[src/rtl/alu4_pkg.sv]
// Shared opcode encodings and datapath widths for the 4-bit ALU.
package alu4_pkg;

    localparam int unsigned OPERAND_W = 4;
    localparam int unsigned RESULT_W  = 5;
    localparam int unsigned OPCODE_W  = 2;

    localparam logic [OPCODE_W-1:0] OP_ADD = 2'd0;
    localparam logic [OPCODE_W-1:0] OP_SUB = 2'd1;
    localparam logic [OPCODE_W-1:0] OP_MUL = 2'd2;
    localparam logic [OPCODE_W-1:0] OP_AND = 2'd3;

endpackage

[src/rtl/alu4_comb.sv]
// Combinational opcode decode and datapath: next result and next overflow flag.
module alu4_comb
    import alu4_pkg::*;
(
    input  logic [OPERAND_W-1:0] a,
    input  logic [OPERAND_W-1:0] b,
    input  logic [OPCODE_W-1:0]  op,
    output logic [RESULT_W-1:0]  res,
    output logic                 ovf
);

    logic [2*OPERAND_W-1:0] prod;

    assign prod = {4'b0000, a} * {4'b0000, b};

    always_comb begin
        res = '0;
        ovf = 1'b0;
        unique case (op)
            OP_ADD: res = {1'b0, a} + {1'b0, b};
            // 5-bit two's complement covers the full -15..+15 range
            OP_SUB: res = {1'b0, a} - {1'b0, b};
            OP_MUL: begin
                res = prod[RESULT_W-1:0];
                ovf = |prod[2*OPERAND_W-1:RESULT_W];
            end
            OP_AND: res = {1'b0, a & b};
            default: res = '0;
        endcase
    end

endmodule

[src/rtl/alu4.sv]
// Single-cycle ALU execution stage: registered result, zero, overflow and valid.
module alu4
    import alu4_pkg::*;
(
    input  logic                 clk,
    input  logic                 rst,
    input  logic [OPERAND_W-1:0] in_1,
    input  logic [OPERAND_W-1:0] in_2,
    input  logic [OPCODE_W-1:0]  control,
    input  logic                 in_valid,
    output logic [RESULT_W-1:0]  out,
    output logic                 out_valid,
    output logic                 zero,
    output logic                 ovf
);

    logic [RESULT_W-1:0] res_d;
    logic                ovf_d;

    alu4_comb u_comb (
        .a   (in_1),
        .b   (in_2),
        .op  (control),
        .res (res_d),
        .ovf (ovf_d)
    );

    // Result flags hold when idle; only the valid strobe drops.
    always_ff @(posedge clk or posedge rst) begin
        if (rst) begin
            out       <= '0;
            out_valid <= 1'b0;
            zero      <= 1'b1;
            ovf       <= 1'b0;
        end else if (in_valid) begin
            out       <= res_d;
            out_valid <= 1'b1;
            zero      <= (res_d == '0);
            ovf       <= ovf_d;
        end else begin
            out_valid <= 1'b0;
        end
    end

endmodule

[config.mk]
export PLATFORM = sky130hd
export DESIGN_NAME = alu4
export DESIGN_NICKNAME = d
export VERILOG_FILES = /design/src/rtl/alu4_pkg.sv /design/src/rtl/alu4_comb.sv /design/src/rtl/alu4.sv
export SDC_FILE = /design/constraint.sdc
export NUM_CORES = 1
export LEC_CHECK = 0
export CAP_MARGIN = 20
export CORE_MARGIN = 2
export CORE_UTILIZATION = 52
export DETAILED_ROUTE_END_ITERATION = 10
export PLACE_DENSITY = 0.79
export SLEW_MARGIN = 25
export SYNTH_ARGS = -nofsm -noshare
export SYNTH_HDL_FRONTEND = slang
export SYNTH_SLANG_ARGS = --single-unit
[constraint.sdc]
create_clock -name clk -period 0.9 [get_ports clk]
set_input_delay 0.18 -clock clk [delete_from_list [all_inputs] [get_ports clk]]
set_output_delay 0.18 -clock clk [all_outputs]
set_load 0.1 [all_outputs]
==> results of run 1 <==
## cells by family after synthesis
logic type,after synthesis,synth area share
AOI/OAI and AO/OA,31,0.191
xor gates and xnor gates,4,0.0316
adders and majority gates,23,0.294
buffers and inverters,21,0.0746
DFF,8,0.182
muxes,5,0.0531
and+or+nand+nor,37,0.174
## metrics by stage
step           std cells   util  setup WS (ns)
4_1_cts              212  0.968          -1.77
3_3_place_gp         203  0.861          -2.30
3_5_place_dp         203  0.861          -2.45
2_1_floorplan        129      -          -1.77
## repair_timing
item | in CTS
resized for setup | 78
pin swaps | 18
endpoints found under the setup margin | 15
setup buffers | 5
==> results by stage, run 1 <==
Timing:
- After global-route timing repair, the worst endpoint was zero$_DFFE_PP1P_/D.
- After the last repair the worst path ends at a sequential cell input.

Placement:
- In this run the tool buffered the top-level ports with 20 buffer cells.
- At the end of routability-driven placement, the weighted congestion stood at 0.910.
- The placed standard-cell area is 1710 um2.
- The sum of net half-perimeters after detailed placement is 2.79 mm.

Yosys:
- The count of flip-flops with a built-in enable after synthesis is 0.
- The number of different library cells in the post-synthesis netlist is 38.
- Yosys printed 0 warnings.
- The cell type contributing the most total cell area after synthesis is sky130_fd_sc_hd__ha_1.
- Counting flops with an async set or reset pin after synthesis yields a share of 1.00.
- After synthesis, the mean cell area works out to 8.58 um2.
- When the netlist entered floorplanning its net count stood at 165.
- Of the post-synthesis cell area, the dominant cell type holds 0.203.
- The share of the Yosys chip area taken by registers is 0.182.
- The number of instances in the synthesized netlist is 129.
- Ranked by instance count, the synthesized netlist is headed by 18 x sky130_fd_sc_hd__ha_1, 17 x sky130_fd_sc_hd__inv_1, 11 x sky130_fd_sc_hd__nand2_1, 8 x sky130_fd_sc_hd__a21oi_1.
- The mapped cell area is 1110 um2.
- The most common cell in the synthesized netlist is sky130_fd_sc_hd__ha_1.
- The post-synthesis sequential element count is 8.
- For this run, the leading register cell type out of synthesis is sky130_fd_sc_hd__dfrtp_1.
- By area the synthesized netlist is led by sky130_fd_sc_hd__ha_1 20%, sky130_fd_sc_hd__dfrtp_1 16%, sky130_fd_sc_hd__fa_1 9.0%, sky130_fd_sc_hd__inv_1 5.8%, sky130_fd_sc_hd__and2_1 4.0%.

Die:
- The effective utilization at floorplan is 0.559.
- The horizontal die dimension is 50.1 um.
- Row generation in the floorplan step produced 16 rows.
- Measured along the y axis, the die boundary spans 50.1 um.
- For this design the top-level I/O count stands at 21.

Global routing:
- Entering global routing, the biggest net connects 14 pins.

Clocking:
- CTS built an H-tree with a depth of 1.
- The post-cts hold buffer count is 0.
- The clock passes through at most 2 buffers.
- CTS placed an instance of sky130_fd_sc_hd__clkbuf_4 at the clock tree root.
- The number of clock sinks is 8.
- The TritonCTS buffer count is 3.

Run status:
- The flow stopped in 5_1_grt.
- The tool reported: "[ERROR DPL-0038] Utilization greater than 100%, impossible to legalize".
- The flow did not finish.
==> run 2, diff against run 1 <==
--- a/config.mk
+++ b/config.mk
@@ -6,10 +6,10 @@
 export NUM_CORES = 1
 export LEC_CHECK = 0
 export CAP_MARGIN = 20
-export CORE_MARGIN = 2
-export CORE_UTILIZATION = 52
+export CORE_AREA = 2 2 63 65
 export DETAILED_ROUTE_END_ITERATION = 10
-export PLACE_DENSITY = 0.79
+export DIE_AREA = 0 0 65 67
+export PLACE_DENSITY_LB_ADDON = 0.15
 export SLEW_MARGIN = 25
 export SYNTH_ARGS = -nofsm -noshare
 export SYNTH_HDL_FRONTEND = slang
==> results by stage, run 2 <==
Run status:
- Result of the run: finished with violations (was stopped before the end).
- The final reports fail on setup timing.

Die:
- The number of placement rows is 22 (was 16).
- The effective utilization at floorplan is 0.307 (was 0.559).
- In this run the standard cell core region covers 3610 um2.
- The total I/O pin count was 21 (unchanged).
- The die boundary height is 67 um (was 50.1 um).
- The horizontal die dimension is 65 um (was 50.1 um).
- The die covers 4360 um2.

Cells and area:
- The final layout net count is 226.
- The count of antenna diodes in the layout is 0.
- Leaving out fill and tap cells, the most frequent cell in the layout is sky130_fd_sc_hd__buf_4.
- In the final layout, the multi-input gates occupy 1020 um2.
- Summing all non-filler instances in the final layout gives an area of 2060 um2.
- The register with the most flip-flops in the layout has 5 of them.
- The register cell area after layout is 215 um2.
- Leaving out fill and tap cells, the most frequent cells in the layout are 30 x sky130_fd_sc_hd__buf_4, 12 x sky130_fd_sc_hd__ha_1, 12 x sky130_fd_sc_hd__buf_6, 11 x sky130_fd_sc_hd__inv_1, 8 x sky130_fd_sc_hd__buf_12.
- The area growth from synthesis to final layout is 86.0%.
- More flip-flops sit in one register than any other, and that register is out.
- The final design utilization is 0.571.
- The share of layout cells above drive strength 1 is 0.550.
- The total of fill cells in the finished design is 324.

Route:
- For this run, the detailed router's first-pass iteration total came to 4.
- The vias per cell is 4.61.
- The post-route antenna net violation count is 0.
- After detailed routing, the average wire length per cell comes to 12.4 um.
- The DRC violation total after the first TritonRoute iteration is 8.
- The total DRC errors in the routed layout is 0.
- The total via count in the routed design is 1092.
- The sum of routed wire length over all layers is 2.93 mm.

Yosys:
- The post-synthesis sequential element count came to 8 (unchanged).
- Main area contributors after synthesis: sky130_fd_sc_hd__ha_1 20%, sky130_fd_sc_hd__dfrtp_1 16%, sky130_fd_sc_hd__fa_1 9.0%, sky130_fd_sc_hd__inv_1 5.8%, sky130_fd_sc_hd__and2_1 4.0% (unchanged).
- The average cell area after synthesis is 8.58 um2 (unchanged).
- The share of flip-flops with an asynchronous set or reset is 1.00 (unchanged).
- The portion of synthesized cell area occupied by the leading cell type came to 0.203 (unchanged).
- The number of different library cells in the post-synthesis netlist is 38 (unchanged).
- The most common cell in the synthesized netlist is sky130_fd_sc_hd__ha_1 (unchanged).
- The most common flop cell mapped by yosys is sky130_fd_sc_hd__dfrtp_1 (unchanged).
- The mapped cell area came to 1110 um2 (unchanged).
- The cell type contributing the most total cell area after synthesis is sky130_fd_sc_hd__ha_1 (unchanged).
- The post-synthesis sequential area ratio is 0.182 (unchanged).
- The number of instances in the synthesized netlist is 129 (unchanged).
- The number of warnings issued by yosys is 0 (unchanged).
- Most common library cells after synthesis: 18 x sky130_fd_sc_hd__ha_1, 17 x sky130_fd_sc_hd__inv_1, 11 x sky130_fd_sc_hd__nand2_1, 8 x sky130_fd_sc_hd__a21oi_1 (unchanged).
- The synthesized netlist net count is 165 (unchanged).
- The count of flip-flops with a built-in enable after synthesis is 0 (unchanged).

Pwr:
- The switching share of power is 0.414.
- The ratio of total power to cell area is 1310 nW/um2.
- The leakage power figure is 0.967 nW.
- The share of total power dissipated in the clock network is 0.167.
- Cell internal power was estimated by the tool at 1.58 mW.
- The part of the total power dissipated in combinational logic is 0.648.
- The sequential group share of total power is 0.185.
- The largest voltage drop on the vdd net is 0.438 mV.
- The switching power total is 1.11 mW.

Timing:
- The top achievable clock speed is 0.383 GHz.
- The headroom to the max-slew limit is 0.787.
- Setup repair after global routing could not meet its margin everywhere.
- In the finished design, the share of the clock period the worst path needs comes to 2.90.
- The hold violation total from the final report is 0.
- The actual transition at the worst max-transition pin is 0.318 ns.
- The number of slew-limit violations in the final report is 0.
- The shortest period the worst path allows is 2.61 ns.
- After routing, the total negative slack on setup checks comes to -9.60 ns.
- On the final layout, the worst clock skew is 0 ns.
- The number of setup violations in the final report is 15.
- The worst setup margin is -1.71 ns.

Placement:
- The sum of net half-perimeters after detailed placement is 2.45 mm (was 2.79 mm).
- The placed standard-cell area is 1740 um2 (was 1710 um2).
- The total of buffers placed on input and output ports is 20 (unchanged).
- The weighted congestion reported at the end of routability-driven placement is 0.785 (was 0.910).

Worst setup path:
- The largest fanout on the critical path is 4.
- The worst setup path is launched from an input pin.
- The worst endpoint required time is 1.06 ns.
- The most numerous cell type found on the critical path is sky130_fd_sc_hd__fa_1.
- The setup slack of the worst register-to-register path is 0.03 ns.
- The worst setup path is captured at a flip-flop.
- The cell with the largest stage delay on the worst path is sky130_fd_sc_hd__fa_2.
- The critical path goes through buf_8 -> nand2_4 -> fa_1 -> fa_1 -> fa_2 -> and2b_1 -> o32ai_2 -> a211oi_2 -> or3b_4 -> o22ai_2.
- For the worst setup path, the data arrival time is 2.76 ns.
- The path type of the worst setup path is in -> reg.
- The critical path's top delay family is adder cells.
- In this design, the stage delay of the slowest critical-path cell is 0.57 ns.
- Counting both buffers and inverters, the worst setup path holds a total of 1.

Global routing:
- Entering global routing, the biggest net connects 14 pins.
- The via count of the first global-routing pass was 1154.
- Across every metal layer, demand over resource in global routing totals 0.148.
- The total congestion overflow after global routing is 0.
- The global-route wire length before repair is 5.02 mm.
- The number of antenna violations at the first check in global routing was 0.

Clocking:
- The clock transition at the registers of the reported paths is 0.04 ns.
- The level count of the clock H-tree was 1 (unchanged).
- The TritonCTS clock tree is done.
- The later-pin clock latency in the skew report is 0.23 ns.
- The TritonCTS buffer count is 3 (unchanged).
- The worst-case clock buffer depth is 2 (unchanged).
- The post-cts hold buffer count is 0 (unchanged).
- The buffer type at the clock tree root is sky130_fd_sc_hd__clkbuf_8 (was sky130_fd_sc_hd__clkbuf_4).
- The number of clock sinks is 8 (unchanged).

Worst hold path:
- The path class of the tightest hold or removal check is in -> async.

Run:
- Max-cap violations in this run came to 0.
[run 2: cell counts after synthesis]
Identical to the previous run, type by type.
[run 2: layout make-up]
| class | count | area share |
|---|---|---|
| Multi-Input combinational cell | 100 | 0.496 |
| Timing Repair Buffer | 60 | 0.313 |
| Sequential cell | 8 | 0.104 |
| Inverter | 17 | 0.0352 |
| Tap cell | 48 | 0.0292 |
| Clock buffer | 4 | 0.0219 |
[run 2: cell families (layout without fill, tap and decap cells)]
family / Yosys count / in the layout / synth area share
and+or+nand+nor: 37 / 37 / 0.174
AOI/OAI and AO/OA: 31 / 31 / 0.191
muxes: 5 / 5 / 0.0531
adders and majority gates: 23 / 23 / 0.294
xor gates and xnor gates: 4 / 4 / 0.0316
DFF: 8 / 8 / 0.182
buffers and inverters: 21 / 81 / 0.0746
[run 2: per-stage QoR]
stage               power, mW  setup WS [ns]  hold WS (ns)  cells
floorplan                1.42          -1.77      -0.00538    129
global placement         2.02          -2.39         0.450    225
detailed placement       2.04          -2.42         0.449    225
CTS                      2.66          -1.77         0.206    233
global route             2.85          -1.80         0.225    237
finish                   2.69          -1.71         0.193    237
[run 2: worst paths after layout]
kind	start	to	cells past startpoint
setup reg to reg	out[0]$_DFFE_PP0P_	out[0]$_DFFE_PP0P_	1
hold reg to reg	out[4]$_DFFE_PP0P_	out[4]$_DFFE_PP0P_	1
hold / removal	rst	out[0]$_DFFE_PP0P_	2
max in group asynchronous	rst	zero$_DFFE_PP1P_	2
setup / recovery	in_2[1]	zero$_DFFE_PP1P_	10
min in group clk	out[4]$_DFFE_PP0P_	out[4]$_DFFE_PP0P_	1
[run 2: timing repair]
item                       CTS  global route
pin swaps                   22            16
gates resized for setup     81            16
setup buffers                6             7
setup endpoints to repair   15            15
[run 2: power groups by stage]
stage / combinational [mW] / sequential, mW / clock (mW)
CTS: 1.70 / 0.500 / 0.464
finish: 1.75 / 0.498 / 0.451
global placement: 1.52 / 0.500 / 0
floorplan: 0.533 / 0.888 / 0
detailed placement: 1.54 / 0.504 / 0
global route: 1.86 / 0.506 / 0.482
[run 2: routing by layer]
metal / share of wire / track usage
met3: 0.030 / 0.0169
met1: 0.43 / 0.172
met5: 0 / 0
met4: 0 / 0.0319
met2: 0.54 / 0.287
No activity file was read; power rests on OpenSTA's default activity.
